[config.mk]
export PLATFORM = sky130hd
export DESIGN_NAME = norm_block
export DESIGN_NICKNAME = d
export VERILOG_FILES = /design/src/rtl/norm_pkg.sv /design/src/rtl/norm_lzc.sv /design/src/rtl/norm_block.sv
export SDC_FILE = /design/constraint.sdc
export NUM_CORES = 1
export LEC_CHECK = 0
export ABC_AREA = 0
export CAP_MARGIN = 40
export CORE_MARGIN = 2
export CORE_UTILIZATION = 37
export DETAILED_ROUTE_END_ITERATION = 7
export PLACE_DENSITY = 0.55
export SLEW_MARGIN = 20
export SYNTH_ARGS = -nofsm -noshare
export SYNTH_HDL_FRONTEND = slang
export SYNTH_SLANG_ARGS = --single-unit
[constraint.sdc]
create_clock -name clk_proc -period 3.1 [get_ports clk_proc]
set_clock_uncertainty 0.1 [all_clocks]
set_input_delay 0.93 -clock clk_proc [delete_from_list [all_inputs] [get_ports clk_proc]]
set_output_delay 0.93 -clock clk_proc [all_outputs]
set_load 0.01 [all_outputs]
[src/rtl/norm_pkg.sv]
// Shared constants and types for the block-floating-point normaliser.
package norm_pkg;

    localparam logic [1:0] ADDR_CTRL       = 2'd0;
    localparam logic [1:0] ADDR_LAST_SHIFT = 2'd1;
    localparam logic [1:0] ADDR_BLKCNT     = 2'd2;
    localparam logic [1:0] ADDR_BLOCK_N    = 2'd3;

    localparam logic ENABLE_RST   = 1'b1;
    localparam int   NORM_SHIFT_W = 4;

    typedef enum logic {
        BANK_0 = 1'b0,
        BANK_1 = 1'b1
    } bank_sel_t;

    typedef enum logic {
        RD_IDLE = 1'b0,
        RD_RUN  = 1'b1
    } rd_state_t;

endpackage

[src/rtl/norm_lzc.sv]
// Combinational leading-zero counter; an all-zero input reports 0 so that
// an empty block is passed through unshifted.
module norm_lzc #(
    parameter int DATA_W  = 16,
    parameter int SHIFT_W = 4
) (
    input  logic [DATA_W-1:0]  value,
    output logic [SHIFT_W-1:0] count
);

    logic found;

    // Scan from the MSB down and latch the position of the first set bit.
    always_comb begin
        count = '0;
        found = 1'b0;
        for (int i = DATA_W - 1; i >= 0; i--) begin
            if (!found && value[i]) begin
                count = SHIFT_W'(DATA_W - 1 - i);
                found = 1'b1;
            end
        end
    end

endmodule

[src/rtl/norm_block.sv]
// Streaming block-floating-point normaliser with ping-pong sample banks.
// Optional macro NORM_STATUS_EN adds the LAST_SHIFT and BLKCNT status
// registers; without it those addresses read 0.
module norm_block
    import norm_pkg::*;
#(
    parameter int DATA_W  = 16,
    parameter int BLOCK_N = 16,
    parameter int SHIFT_W = NORM_SHIFT_W
) (
    input  logic              clk_proc,
    input  logic              reset_n,
    input  logic              in_fv,
    input  logic              in_dv,
    input  logic [DATA_W-1:0] in_data,
    output logic              out_fv,
    output logic              out_dv,
    output logic [DATA_W-1:0] out_data,
    input  logic [1:0]        addr_rel_i,
    input  logic              wr_i,
    input  logic [31:0]       datawr_i,
    input  logic              rd_i,
    output logic [31:0]       datard_o
);

    localparam int IDX_W = $clog2(BLOCK_N);
    localparam int CNT_W = IDX_W + 1;

    logic              accept;
    logic              fv_d;
    logic [CNT_W-1:0]  cnt;
    logic [DATA_W-1:0] run_max;
    bank_sel_t         fill_sel;
    logic [DATA_W-1:0] mem [2][BLOCK_N];

    logic              full_close;
    logic              flush_close;
    logic              close;
    logic [DATA_W-1:0] close_max;
    logic [CNT_W-1:0]  close_len;
    logic [SHIFT_W-1:0] lz;
    logic [SHIFT_W-1:0] close_shift;

    rd_state_t          rd_state;
    bank_sel_t          rd_sel;
    logic [IDX_W-1:0]   rd_idx;
    logic [CNT_W-1:0]   rd_len;
    logic [SHIFT_W-1:0] rd_shift;

    logic               enable;
    logic [31:0]        rd_mux;
    logic               unused_bits;

    assign accept      = in_fv & in_dv;
    assign unused_bits = ^datawr_i[31:1];

    // Decide when the fill bank closes and what length/shift it carries.
    // A full block closes on the edge that accepts its last sample, so that
    // sample takes part in the maximum directly from in_data.
    always_comb begin
        full_close  = accept && (cnt == CNT_W'(BLOCK_N - 1));
        flush_close = fv_d && !in_fv && (cnt != '0);
        close       = full_close | flush_close;
        close_max   = run_max;
        if (full_close && (in_data > run_max)) begin
            close_max = in_data;
        end
        close_len   = full_close ? CNT_W'(BLOCK_N) : cnt;
        close_shift = enable ? lz : '0;
    end

    norm_lzc #(
        .DATA_W  (DATA_W),
        .SHIFT_W (SHIFT_W)
    ) u_lzc (
        .value (close_max),
        .count (lz)
    );

    // Sample storage: accepted samples land in the current fill bank.
    always_ff @(posedge clk_proc) begin
        if (accept) begin
            mem[fill_sel][cnt[IDX_W-1:0]] <= in_data;
        end
    end

    // Fill side: count samples, track the running max, swap banks on close.
    always_ff @(posedge clk_proc or negedge reset_n) begin
        if (!reset_n) begin
            fv_d     <= 1'b0;
            cnt      <= '0;
            run_max  <= '0;
            fill_sel <= BANK_0;
        end else begin
            fv_d <= in_fv;
            if (close) begin
                cnt      <= '0;
                run_max  <= '0;
                fill_sel <= (fill_sel == BANK_0) ? BANK_1 : BANK_0;
            end else if (accept) begin
                cnt <= cnt + 1'b1;
                if (in_data > run_max) begin
                    run_max <= in_data;
                end
            end
        end
    end

    // Readout side: stream the closed bank out shifted, one sample per cycle.
    always_ff @(posedge clk_proc or negedge reset_n) begin
        if (!reset_n) begin
            rd_state <= RD_IDLE;
            rd_sel   <= BANK_0;
            rd_idx   <= '0;
            rd_len   <= '0;
            rd_shift <= '0;
            out_fv   <= 1'b0;
            out_dv   <= 1'b0;
            out_data <= '0;
        end else begin
            out_fv <= in_fv | close | (rd_state == RD_RUN);
            if (rd_state == RD_RUN) begin
                out_dv   <= 1'b1;
                out_data <= mem[rd_sel][rd_idx] << rd_shift;
            end else begin
                out_dv   <= 1'b0;
                out_data <= '0;
            end
            if (close) begin
                rd_state <= RD_RUN;
                rd_sel   <= fill_sel;
                rd_idx   <= '0;
                rd_len   <= close_len;
                rd_shift <= close_shift;
            end else if (rd_state == RD_RUN) begin
                rd_idx <= rd_idx + 1'b1;
                if ((CNT_W'(rd_idx) + 1'b1) == rd_len) begin
                    rd_state <= RD_IDLE;
                end
            end
        end
    end

    // Control register: ENABLE is sampled by the datapath only at close.
    always_ff @(posedge clk_proc or negedge reset_n) begin
        if (!reset_n) begin
            enable <= ENABLE_RST;
        end else if (wr_i && (addr_rel_i == ADDR_CTRL)) begin
            enable <= datawr_i[0];
        end
    end

`ifdef NORM_STATUS_EN
    logic [SHIFT_W-1:0] last_shift;
    logic [31:0]        blk_cnt;

    // Status capture: remember the latest shift and count closed blocks.
    always_ff @(posedge clk_proc or negedge reset_n) begin
        if (!reset_n) begin
            last_shift <= '0;
            blk_cnt    <= '0;
        end else if (close) begin
            last_shift <= close_shift;
            blk_cnt    <= blk_cnt + 32'd1;
        end
    end
`endif

    // Register read mux.
    always_comb begin
        rd_mux = '0;
        case (addr_rel_i)
            ADDR_CTRL:       rd_mux = {31'd0, enable};
`ifdef NORM_STATUS_EN
            ADDR_LAST_SHIFT: rd_mux = 32'(last_shift);
            ADDR_BLKCNT:     rd_mux = blk_cnt;
`else
            ADDR_LAST_SHIFT: rd_mux = '0;
            ADDR_BLKCNT:     rd_mux = '0;
`endif
            ADDR_BLOCK_N:    rd_mux = 32'(BLOCK_N);
            default:         rd_mux = '0;
        endcase
    end

    // Registered read data, held between read strobes.
    always_ff @(posedge clk_proc or negedge reset_n) begin
        if (!reset_n) begin
            datard_o <= '0;
        end else if (rd_i) begin
            datard_o <= rd_mux;
        end
    end

endmodule

==> reports/qor.tcl <==
set qor(gp_congestion) 0.8775
set qor(timing_hold_violations_final) 0
set qor(timing.final.crit_share) 0.9923
set qor(post_drt_wl_per_cell_um) 25.78
set qor(drt_pre_antenna_iters) 5
set qor(ant_nets) 0
set qor(cp-end-kind) {register}
set qor(grtUsageTotal) 0.2009
set qor(pwr_density_cell_nw_per_um2) 925.5
set qor(diodes) 0
set qor(synth_seq_cells) 571
set qor(grt_first_pass_wirelength_um) 97740
set qor(final-setup-viol-count) 0
set qor(post-route-cell-area_um2) 29890
set qor(seq_area_um2) 16860
set qor(crit_required_ns) 3.54
set qor(period_needed_ns) 3.076
set qor(vdd_drop_max_v) 0.0004437
set qor(grt_pass1_vias) 14160
set qor(layout-area-overhead-vs-synth_pct) 24.48
set qor(post_layout_utilization_of_the_core) 0.4645
set qor(dpl.cell_count) 2494
set qor(peak_usage_layer_in_the_global_routing_report) {met2}
set qor(worst_hold_path_type) {in2async}
set qor(outcome) {finished clean}
set qor(wl_um) 67540
set qor(rsz0062_at_grt) {yes}
set qor(synth.yosys.warnings) 0
set qor(worst_ep_arrival_time_ns) 3.51
set qor(fp.dieW_um) 258.7
set qor(placeableCoreArea_um2) 64350
set qor(io_buffers) 44
set qor(fillers) 5503
set qor(synthesis.area_per_instance_um2) 17.03
set qor(combined_area_of_the_multi_input_logic_cells_um2) 6820
set qor(ctsLongestPathBuffers) 3
set qor(num_vias) 14080
set qor(floorplan.io_pins) 106
set qor(post-route-drc-count) 0
set qor(maxCapViolCount) 0
set qor(synth_sequential_area_ratio) 0.7019
set qor(synth.distinct_cells) 76
set qor(number_of_enable_flip_flop_cells_after_synthesis) 512
set qor(numClockSinks) 571
set qor(std_cell_rows) 93
set qor(dp_hpwl_um) 44390
set qor(clkSlewWorstSetupHoldPaths_ns) 0.07
set qor(detail_route.iter0.violations) 1369
set qor(worstSetupPathType) {reg2reg}
set qor(cts-htree-levels) 2
set qor(syn-cell-area_um2) 24010
set qor(finish.net_count) 1797
set qor(critical_path_peak_fanout) 9
set qor(setup-tns-final_ns) 0
set qor(post_dp_cell_area_um2) 27300
set qor(start_kind) {register}
set qor(synth_top_flop_cell) {edfxtp_1}
set qor(die-height_um) 258.7
set qor(grt_util_met1) 0.2772
set qor(use_met2) 0.3345
set qor(post_layout_nonfiller_instances) 2620
set qor(initial_utilization) 0.3731
set qor(grt_max_degree) 37
set qor(synth_async_sr_flop_share) 0.1033
set qor(grt_antenna_before_repair) 1
set qor(worst_margin_pin_slew_ns) 0.6954
set qor(slew-limit-headroom) 0.5364
set qor(grt.overflow.total) 0
set qor(maximum_clock_rate_mhz) 325.1
set qor(met3_usage) 0.02934
set qor(clock_insertion_delay_worst_skew_ns) 0.63
set qor(report.final.slew_viol_count) 0
set qor(detail_route.vias_per_cell) 5.375
set qor(clock_tree_from_tritoncts) {done}
set qor(power_leakage_nw) 10.47
set qor(cts-root-buf) {clkbuf_16}
set qor(post_route_cells_drive_above_1_share) 0.3076
set qor(design.die.area_um2) 66950
set qor(cts_made_buffers) 59
set qor(gate_count_of_the_mapped_netlist) 1410
power breakdown:
group / leakage, nW / internal, mW / switching [mW]
logic: 4.20 / 5.56 / 5.87
registers: 5.35 / 8.83 / 0.422
clock network: 0.915 / 4.03 / 2.95
synth_stat cells, types with 4 or more instances:
master	instances	share of area
a211oi_1	9	0.0028
a21o_1	6	0.0019
a21oi_1	52	0.011
a221o_1	5	0.0021
a221oi_1	19	0.0069
a22o_1	9	0.0033
a22oi_1	10	0.0031
a31oi_1	4	0.0010
and2_1	7	0.0018
and3_1	5	0.0013
buf_12	4	0.0033
buf_2	21	0.0044
buf_4	40	0.013
buf_6	12	0.0056
clkbuf_1	16	0.0025
dfrtp_1	58	0.060
edfxtp_1	512	0.64
ha_1	22	0.011
inv_1	28	0.0044
mux2_2	12	0.0056
mux2i_1	75	0.031
mux4_1	19	0.021
mux4_2	78	0.073
nand2_1	71	0.011
nand2b_1	8	0.0021
nand3_1	14	0.0029
nand3b_1	6	0.0019
nand4_1	8	0.0021
nor2_1	94	0.015
nor2b_1	9	0.0023
nor3_1	21	0.0044
nor3b_1	4	0.0013
nor4_1	7	0.0018
o211ai_1	5	0.0016
o21a_1	5	0.0016
o21ai_0	35	0.0073
o22ai_1	24	0.0063
or3_1	8	0.0021
or3b_2	5	0.0018
xnor2_1	5	0.0018
xor2_1	4	0.0015
cell type report:
class	instances	area share
tap	855	0.03579
inverter	31	0.003893
clock inverter	39	0.01235
multi-input combinational	735	0.2282
timing repair buffer	321	0.1043
sequential	571	0.5643
clock buffer	68	0.05124
layer usage:
metal,wire [um],part of all wire,vias up
li1,-,-,6202
met1,29560,0.44,7347
met2,32980,0.49,448
met3,3433,0.051,86
met4,1559,0.023,0
met5,0,0,-
final timing paths:
| path | start | to | slack (ns) | depth (start not counted) |
|---|---|---|---|---|
| worst max-delay path | rd_idx[0] | out_data[15] | 0.02 | 11 |
| worst min-delay path | reset_n | out_data[7] | 0.25 | 1 |
| worst max register to register | rd_idx[0] | out_data[15] | 0.02 | 11 |
| worst min register to register | cnt[4] | rd_len[4] | 0.42 | 1 |
| max in group asynchronous | reset_n | enable | 1.91 | 2 |
| min in group clk_proc | cnt[4] | rd_len[4] | 0.42 | 1 |
kinds of logic (layout without fill, tap and decap cells):
kind of cell | count (synthesis) | in the layout | share of synthesized area
DFF | 571 | 571 | 0.7019
and+or+nand+nor | 275 | 275 | 0.05435
AOI/OAI and AO/OA | 214 | 214 | 0.06087
muxes | 185 | 185 | 0.1315
buffers and inverters | 133 | 459 | 0.03653
adders and majority gates | 22 | 22 | 0.01146
xor gates and xnor gates | 9 | 9 | 0.003283
other | 1 | 30 | 0.0001562
timing repair:
action,in CTS,in global routing
pin swaps,2,25
endpoints found under the setup margin,12,11
hold buffers,0,0
setup buffers,2,16
gates cloned,0,3
gates resized for setup,30,69
worst max-delay path: stages (launching register included):
cell	delay (ns)
dfrtp_4	0.57
buf_12	0.19
buf_4	0.15
mux4_2	0.32
mux2i_1	0.06
buf_4	0.16
o22ai_4	0.20
nor3_2	0.09
buf_4	0.16
mux4_2	0.50
mux2_4	0.29
a211oi_2	0.19
cells in the final DEF, fill, tap and decap left out, types with 22 or more instances in the layout:
cell type / count
a21oi_1: 45
o21ai_0: 33
clkdlybuf4s50_1: 43
nand2_1: 68
clkbuf_16: 63
edfxtp_1: 512
mux4_2: 80
mux2i_1: 72
nor2_1: 83
inv_1: 28
conb_1: 30
ha_1: 22
buf_12: 40
buf_4: 224
dfrtp_1: 54
state kept, by name, indices dropped and copies added (netlist names):
name	cells
enable	1
rd_len	5
rd_shift	4
cnt	5
fv_d	1
run_max	16
out_fv	1
rd_state	1
mem	512
out_dv	1
rd_idx	4
rd_sel	1
fill_sel	1
datard_o	2
out_data	16
metrics by stage:
stage	power, mW	setup slack (ns)	hold WS [ns]
floorplan	14.93	0.1923	0.3399
global placement	19.42	-0.3849	0.4055
detailed placement	19.49	-0.4205	0.4139
CTS	26.74	-0.03259	0.2390
global route	28.80	-0.05695	0.2620
finish	27.66	0.02397	0.2472
Note: power is estimated with default switching activity, not from simulation.
